--- src/rtl/meas_freq_gen.sv ---
// meas_freq_gen: equal-precision frequency meter.
// Each measurement window opens and closes on a synchronised rising edge of
// `square`, so a window always holds a whole number of input periods. Supports
// single-shot and continuous modes, a result-valid strobe and a no-signal timeout.
// Optional feature: define MEAS_DUTY_EN to add the high-time counter and the
// cnt_high port for duty-cycle computation.
module meas_freq_gen #(
    parameter int CNT_W          = 28,
    parameter int GATE_CYCLES    = 6_000_000,
    parameter int TIMEOUT_CYCLES = 12_000_000,
    parameter int SYNC_STAGES    = 2
) (
    input  logic             clk_6M,
    input  logic             rst_n,
    input  logic             square,
    input  logic             start,
    input  logic             continuous,
    output logic [CNT_W-1:0] cnt_clk,
    output logic [CNT_W-1:0] cnt_squ,
`ifdef MEAS_DUTY_EN
    output logic [CNT_W-1:0] cnt_high,
`endif
    output logic             valid,
    output logic             timeout,
    output logic             busy
);

    localparam logic [CNT_W-1:0] GATE_MAX = CNT_W'(GATE_CYCLES);
    localparam logic [CNT_W-1:0] TO_LAST  = CNT_W'(TIMEOUT_CYCLES - 1);
    localparam logic [CNT_W-1:0] ONE      = CNT_W'(1);

    typedef enum logic [1:0] {IDLE, ARM, MEAS} state_t;

    state_t                 state;
    logic [SYNC_STAGES-1:0] sync_q;
    logic                   s;
    logic                   s_d;
    logic                   rise;
    logic [CNT_W-1:0]       acc_clk;
    logic [CNT_W-1:0]       acc_squ;
    logic [CNT_W-1:0]       gate_tmr;
    logic [CNT_W-1:0]       idle_cnt;
`ifdef MEAS_DUTY_EN
    logic [CNT_W-1:0]       acc_high;
`endif

    // Saturating increment: the counters stick at all-ones instead of wrapping.
    function automatic logic [CNT_W-1:0] sat_inc(input logic [CNT_W-1:0] v);
        return (v == '1) ? v : v + ONE;
    endfunction

    assign s    = sync_q[SYNC_STAGES-1];
    assign rise = s & ~s_d;

    // Synchroniser chain plus one delay flop for rising-edge detection.
    always_ff @(posedge clk_6M) begin
        if (!rst_n) begin
            sync_q <= '0;
            s_d    <= 1'b0;
        end else begin
            sync_q <= {sync_q[SYNC_STAGES-2:0], square};
            s_d    <= s;
        end
    end

    // Measurement FSM: arms on a rise, closes on the first rise after the gate
    // time has elapsed, and gives up if edges stop arriving.
    always_ff @(posedge clk_6M) begin
        if (!rst_n) begin
            state    <= IDLE;
            busy     <= 1'b0;
            valid    <= 1'b0;
            timeout  <= 1'b0;
            cnt_clk  <= '0;
            cnt_squ  <= '0;
            acc_clk  <= '0;
            acc_squ  <= '0;
            gate_tmr <= '0;
            idle_cnt <= '0;
`ifdef MEAS_DUTY_EN
            cnt_high <= '0;
            acc_high <= '0;
`endif
        end else begin
            valid <= 1'b0;
            case (state)
                IDLE: begin
                    idle_cnt <= '0;
                    if (continuous || start) begin
                        state <= ARM;
                        busy  <= 1'b1;
                    end
                end

                ARM: begin
                    if (rise) begin
                        // Opening edge: this cycle is the first of the window.
                        state    <= MEAS;
                        acc_clk  <= ONE;
                        acc_squ  <= '0;
                        gate_tmr <= ONE;
                        idle_cnt <= '0;
`ifdef MEAS_DUTY_EN
                        acc_high <= ONE;
`endif
                    end else if (idle_cnt == TO_LAST) begin
                        state   <= IDLE;
                        busy    <= 1'b0;
                        timeout <= 1'b1;
                    end else begin
                        idle_cnt <= sat_inc(idle_cnt);
                    end
                end

                MEAS: begin
                    acc_clk <= sat_inc(acc_clk);
                    if (gate_tmr < GATE_MAX)
                        gate_tmr <= gate_tmr + ONE;
`ifdef MEAS_DUTY_EN
                    if (s)
                        acc_high <= sat_inc(acc_high);
`endif
                    if (rise) begin
                        idle_cnt <= '0;
                        if (gate_tmr == GATE_MAX) begin
                            // Closing edge ends the last complete period.
                            cnt_clk <= acc_clk;
                            cnt_squ <= sat_inc(acc_squ);
`ifdef MEAS_DUTY_EN
                            cnt_high <= acc_high;
`endif
                            valid   <= 1'b1;
                            timeout <= 1'b0;
                            if (continuous) begin
                                // Same edge opens the next window: no dead time.
                                acc_clk  <= ONE;
                                acc_squ  <= '0;
                                gate_tmr <= ONE;
`ifdef MEAS_DUTY_EN
                                acc_high <= ONE;
`endif
                            end else begin
                                state <= IDLE;
                                busy  <= 1'b0;
                            end
                        end else begin
                            acc_squ <= sat_inc(acc_squ);
                        end
                    end else if (idle_cnt == TO_LAST) begin
                        state   <= IDLE;
                        busy    <= 1'b0;
                        timeout <= 1'b1;
                    end else begin
                        idle_cnt <= sat_inc(idle_cnt);
                    end
                end

                default: begin
                    state <= IDLE;
                    busy  <= 1'b0;
                end
            endcase
        end
    end

endmodule

--- config.mk ---
export PLATFORM = sky130hd
export DESIGN_NAME = meas_freq_gen
export DESIGN_NICKNAME = d
export VERILOG_FILES = /design/src/rtl/meas_freq_gen.sv
export SDC_FILE = /design/constraint.sdc
export NUM_CORES = 1
export LEC_CHECK = 0
export ABC_AREA = 0
export CAP_MARGIN = 25
export CELL_PAD_IN_SITES_DETAIL_PLACEMENT = 1
export CELL_PAD_IN_SITES_GLOBAL_PLACEMENT = 2
export CORE_MARGIN = 4
export CORE_UTILIZATION = 38
export DETAILED_ROUTE_END_ITERATION = 10
export PLACE_DENSITY_LB_ADDON = 0.1
export SLEW_MARGIN = 0
export SYNTH_ARGS = -nofsm -noshare
export SYNTH_HDL_FRONTEND = slang
export SYNTH_SLANG_ARGS = --single-unit
export TNS_END_PERCENT = 10
--- constraint.sdc ---
create_clock -name clk_6M -period 3.5 [get_ports clk_6M]
set_clock_uncertainty 0.05 [all_clocks]
set_input_delay 0.7 -clock clk_6M [delete_from_list [all_inputs] [get_ports clk_6M]]
set_output_delay 0.7 -clock clk_6M [all_outputs]
set_load 0.01 [all_outputs]
==> results of run 1 <==
[kinds of logic (layout without fill, tap and decap cells)]
| family | count (synthesis) | in the layout | share of synthesized area (%) |
|---|---|---|---|
| muxes | 10 | 10 | 1.20 |
| AOI/OAI and AO/OA | 318 | 318 | 21.5 |
| xor gates and xnor gates | 38 | 38 | 3.81 |
| and+or+nand+nor | 454 | 454 | 27.7 |
| buffers and inverters | 83 | 143 | 4.16 |
| DFF | 176 | 176 | 40.4 |
| adders and majority gates | 9 | 9 | 1.29 |
[layout make-up]
type	instances	area, sq um
fill	2746	12400
clock buffer	19	433
tap	285	357
sequential	176	3520
timing repair buffer	87	806
clock inverter	13	176
inverter	24	90.1
multi-input combinational	829	4850
[registers in the layout, summed over array words and instances, names as in the netlist]
| signal | flops |
|---|---|
| acc_clk | 28 |
| acc_squ | 28 |
| timeout | 1 |
| cnt_clk | 28 |
| idle_cnt | 28 |
| busy | 1 |
| sync_q | 2 |
| gate_tmr | 28 |
| state | 2 |
| valid | 1 |
| s_d | 1 |
| cnt_squ | 28 |
[layer usage]
layer,share of wire [%],up-vias,track usage (%)
met5,0,-,0
met4,0.76,0,3.87
met3,2.9,14,3.37
met2,46,102,32.4
met1,50,4032,28.5
li1,-,4101,-
[worst max-delay path by stage]
stage,endpoint,cells after the start,start,slack [ps]
after global placement,gate_tmr[6],8,continuous,760
after CTS,gate_tmr[19],8,gate_tmr[0],660
after detailed placement,acc_clk[13],8,continuous,640
after floorplan,gate_tmr[17],7,gate_tmr[21],1300
after global routing,gate_tmr[6],8,gate_tmr[0],490
final,gate_tmr[19],8,gate_tmr[0],700
[per-stage QoR]
stage               hold WS (ps)  worst slack, ps
floorplan                    362             1300
CTS                          395              662
global route                 419              493
finish                       391              700
detailed placement           372              644
global placement             377              760
[cells in the final DEF, fill, tap and decap left out, types with 6 or more instances in the layout]
master and count:
sky130_fd_sc_hd__nor3_1 27, sky130_fd_sc_hd__nand2_1 132, sky130_fd_sc_hd__and4_1 20, sky130_fd_sc_hd__xor2_1 17, sky130_fd_sc_hd__dfxtp_1 176, sky130_fd_sc_hd__and3_1 27, sky130_fd_sc_hd__clkdlybuf4s50_1 62, sky130_fd_sc_hd__inv_1 23
sky130_fd_sc_hd__or4_1 12, sky130_fd_sc_hd__a31oi_1 28, sky130_fd_sc_hd__o21ai_0 102, sky130_fd_sc_hd__a21oi_1 113, sky130_fd_sc_hd__nand4_1 27, sky130_fd_sc_hd__and2_1 26, sky130_fd_sc_hd__a2111oi_0 6, sky130_fd_sc_hd__a21o_1 9
sky130_fd_sc_hd__nor2_1 52, sky130_fd_sc_hd__o31ai_1 6, sky130_fd_sc_hd__nor4_1 17, sky130_fd_sc_hd__buf_4 24, sky130_fd_sc_hd__mux2i_1 6, sky130_fd_sc_hd__ha_1 9, sky130_fd_sc_hd__or3_1 27, sky130_fd_sc_hd__nor4b_1 6
sky130_fd_sc_hd__o211ai_1 8, sky130_fd_sc_hd__nand3_1 53, sky130_fd_sc_hd__clkbuf_16 17, sky130_fd_sc_hd__xnor2_1 21
[critical path, delay by kind of cell, from the launching register on]
kind	cells	cell delay [ps]
AO/OA/AOI/OAI	1	200
adder cells (fa/ha/maj)	1	140
buffers and inverters	1	100
flip-flops	1	350
multiplexers	1	300
AND/OR/NAND/NOR	4	1560
[power groups by stage]
| stage | combinational, uW | sequential (uW) | clock, uW |
|---|---|---|---|
| after floorplan | 87.5 | 2060 | 0 |
| after global placement | 140 | 2060 | 0 |
| after detailed placement | 142 | 2060 | 0 |
| after CTS | 142 | 2020 | 2080 |
| after global routing | 157 | 2020 | 2170 |
| final | 140 | 2020 | 2020 |
==> run metrics, run 1 <==
status completed; sequential cell area fraction in the yosys report 40.4%; count of routing violations after the opening detailed-route iteration 371; clock buffers created by TritonCTS 17; hold violation total from the final report 0; Die X-Extent 160 um; slowest cell on the critical path sky130_fd_sc_hd__or3_2; initial cell density of the core 38.6%; fraction of final layout cells with drive strength greater than 1 7.23%; Yosys top cell area share 40.4%; total number of nets in the final design 1149; initial antenna violation count 0; number of search-and-repair iterations in the first detailed-routing pass 5; switching share of power 23.6%; routed wire length 25.7 mm; worst reg2reg path depth 8; worst min-delay path category reg -> reg; Setup violations, final 0; Pwr Density 408 nW/um^2; total number of H-tree levels 4; net switching component of the power 986 uW; most instantiated cells after synthesis 176 x sky130_fd_sc_hd__dfxtp_1, 132 x sky130_fd_sc_hd__nand2_1, 113 x sky130_fd_sc_hd__a21oi_1; Clk Tree Root Cell sky130_fd_sc_hd__clkbuf_16; Hold EP sync_q[1]; CP max stage delay 600 ps; post-route fraction of the period consumed by the critical path 80.0%; design internal power 3190 uW; Mean Syn Cell Area 8.02 sq um; hold_sp sync_q[0]; predominant post-synthesis flop cell sky130_fd_sc_hd__dfxtp_1; Post-CTS Setup Repair Bufs 0; total clock sinks 176; Peak supply drop 0.261 mV; pin count of the biggest net entering global routing 47; leakage power 0.00336 uW; detailed placement HPWL 18.0 mm; maximum root-to-sink buffer count 2; critical-path cell list inv_1 -> ha_1 -> nor4b_1 -> nand3_1 -> nor4_2 -> or3_2 -> o21ai_0 -> mux2_2; DRC Markers 0; arrival time at the worst endpoint 3080 ps; portion of total power attributed to sequential cells 48.3%; required time reported for the critical path endpoint 3780 ps; count of unique library cells instantiated by Yosys 68; first-pass GRT wire length 42.9 mm; latest clock arrival within the worst-skew pair 440 ps; core box area 22600 sq um; Post-Layout Inst Area 10200 sq um; end-of-flow core utilization 45.2%; critical path start-end classification reg -> reg; Post-synth EDFFs 0; most common cell in the synthesized netlist sky130_fd_sc_hd__dfxtp_1; CTS Hold Buffers Added 0; signed area change from the synthesized netlist to the final layout 17.3%; Cells after DPL 1401; CTS tree yes; DIE AREA 25500 sq um; Ant. Diodes 0; total standard cell area after synthesis 8730 sq um; clock share of power 48.4%; cell accounting for the most synthesized area sky130_fd_sc_hd__dfxtp_1; highest clock rate 0.357 GHz; Final Non-Filler Cells 1433; final max-slew violation count 0; depth of the worst hold-timing path 1; placed cell area 9630 sq um; remaining antenna violation count 0; dominant cells by area after synthesis sky130_fd_sc_hd__dfxtp_1 40%, sky130_fd_sc_hd__a21oi_1 6.5%, sky130_fd_sc_hd__o21ai_0 5.9%; Register-to-Register Setup Slack 700 ps; proportion of power drawn by combinational gates 3.4%; Final Critical Period 2800 ps; YS warnings 0; placer's final routability congestion estimate 0.785; Post-Synthesis Net Count 1102; count of input and output buffers 63; height of the die 160 um; measured slew at the worst slew-check pin 789 ps; vias 8249; via count of the first global-routing pass 8104; via density per instance 5.76; Cell Rows 55; count of maximum capacitance violations 0; unrepaired setup endpoints after global routing no; number of I/O pins 64; Remaining Overflow, GRT 0; Crit Reg-Reg Startpoint gate_tmr[0]; top fanout value on the critical path 32; power after layout 4180 uW; critical path launch point type flip-flop; Cells after Synth 1088; Crit Reg-Reg Endpoint gate_tmr[19]; normalized max-slew margin 47.4%; Global Route Usage Sum 20.1%; Fin Setup TNS 0 ps; Critical Path End Type flip-flop; clock input transition at the sequential cells of the worst setup and hold paths 70 ps; register bit total from synthesis 176; wire length per cell after detailed routing 17.9 um; asr flop ratio synth 0%; post_cts resized 0
Note: power is estimated with default switching activity, not from simulation.
==> run 2, diff against run 1 <==
Settings changed: CORE_UTILIZATION 38 to 32.
Clock period 3.5 ns to 2.4 ns, I/O delays scaled along.
==> run metrics, run 2 (same netlist as run 1, synthesis figures left out) <==
Final Non-Filler Cells 1583; via count of the first global-routing pass 8710; routed wire length 28.1 mm; worst min-delay path category in -> reg; Final Critical Period 2320 ps; remaining antenna violation count 0; arrival time at the worst endpoint 2590 ps; Hold Worst Slack 387 ps; net switching component of the power 1480 uW; end-of-flow core utilization 41.8%; core box area 26900 sq um; initial cell density of the core 32.5%; count of input and output buffers 63; DRC Markers 0; critical path start-end classification reg -> reg; fraction of final layout cells with drive strength greater than 1 15.3%; total clock sinks 176; placer's final routability congestion estimate 0.800; Peak supply drop 0.385 mV; via density per instance 5.38; required time reported for the critical path endpoint 2670 ps; Global Route Usage Sum 18.3%; Clk Tree Root Cell sky130_fd_sc_hd__clkbuf_16; design internal power 4600 uW; Remaining Overflow, GRT 0; multi-input gate area in the final layout 4930 sq um; Ant. Diodes 0; height of the die 173 um; vias 8524; Cell Rows 60; slowest cell on the critical path sky130_fd_sc_hd__or4_4; detailed placement HPWL 19.7 mm; unrepaired setup endpoints after global routing yes; signed area change from the synthesized netlist to the final layout 28.5%; hold violation total from the final report 0; top fanout value on the critical path 13; clock buffers created by TritonCTS 17; count of routing violations after the opening detailed-route iteration 391; latest clock arrival within the worst-skew pair 440 ps; combined flip-flop and latch cell area 3520 sq um; critical-path cell list nand4b_2 -> or4_4 -> nor4_2 -> buf_4 -> buf_6 -> nor3_2 -> buf_12 -> and2_1 -> mux2_2; proportion of power drawn by combinational gates 4.0%; count of maximum capacitance violations 0; DIE AREA 30000 sq um; status completed; wire length per cell after detailed routing 17.8 um; initial antenna violation count 0; CTS tree yes; total number of nets in the final design 1243; maximum root-to-sink buffer count 2; CP max stage delay 540 ps; Critical Path End Type flip-flop; Setup violations, final 0; critical path launch point type flip-flop; final max-slew violation count 0; switching share of power 24.4%; leakage power 0.00390 uW; clock share of power 47.6%; commonest cells after routing, fill and taps aside 175 x sky130_fd_sc_hd__dfxtp_1, 131 x sky130_fd_sc_hd__nand2_1, 112 x sky130_fd_sc_hd__a21oi_1; pin count of the biggest net entering global routing 46; number of search-and-repair iterations in the first detailed-routing pass 4; Post-Layout Inst Area 11200 sq um; measured slew at the worst slew-check pin 534 ps; normalized max-slew margin 64.3%; most common cell after layout, fill and taps aside sky130_fd_sc_hd__dfxtp_1; Top delay family on crit path simple AND/OR/NAND/NOR gates; post-route fraction of the period consumed by the critical path 96.7%; total number of H-tree levels 4; placed cell area 10400 sq um; Die X-Extent 173 um; first-pass GRT wire length 46.1 mm; highest clock rate 0.431 GHz; clock input transition at the sequential cells of the worst setup and hold paths 70 ps; portion of total power attributed to sequential cells 48.4%; count of buffer and inverter cells on the critical path 3; fill cell instance count of the final layout 3205; Post-Place Worst Slack -157 ps; number of I/O pins 64; Cells after DPL 1544; Pwr Density 542 nW/um^2; Worst Slack Setup Final 78.0 ps
run 2: layout make-up:
type                    count  area share [%]
multi-input cells         829            43.9
flip-flops and latches    176            31.4
repair buffers            181            14.7
clock buffers              19            3.95
well taps                 341            3.80
clock inverters            13            1.35
inverters                  24           0.803
run 2: path summary, 6_finish.rpt:
kind,depth (start not counted),from,slack (ps),end
setup / recovery,9,gate_tmr[21],80,gate_tmr[17]
hold / removal,3,rst_n,390,acc_clk[25]
hold reg to reg,2,cnt_clk[14],400,cnt_clk[14]
setup reg to reg,9,gate_tmr[21],80,gate_tmr[17]
run 2: power groups by stage:
stage,Sequential (uW),Clock (uW),Combinational (uW)
6_report,2940,2900,244
5_1_grt,2940,3080,270
4_1_cts,2940,2980,240
3_5_place_dp,3010,0,239
3_3_place_gp,3010,0,238
2_1_floorplan,3010,0,128
run 2: metal layers:
metal	part of all wire, %	GRT usage, %
met1	51	25.5
met2	46	30.4
met3	2.0	3.00
met4	0.64	2.96
met5	0	0
run 2: what timing repair did:
action	in CTS	in global routing
cloned	0	2
buffers inserted	0	5
endpoints found under the setup margin	19	111
pin swaps	1	3
hold buffers	0	0
resized for setup	5	22
run 2: worst min-delay path, cell delays in order:
cell and delay, ps:
sky130_fd_sc_hd__buf_2 120, sky130_fd_sc_hd__inv_2 110, sky130_fd_sc_hd__a21oi_1 120
run 2: through the flow:
step                      setup TNS [ps]  power, uW
after global routing                -446       6300
after CTS                          -18.8       6160
final                                  0       6080
after floorplan                        0       3130
after detailed placement           -1240       3250
after global placement              -572       3250
==> run 3, diff against run 2 <==
Settings changed: SLEW_MARGIN 0 to 20.
==> results of run 3 <==
Same layout as run 2: the final DEF is identical, and so are final timing and power.
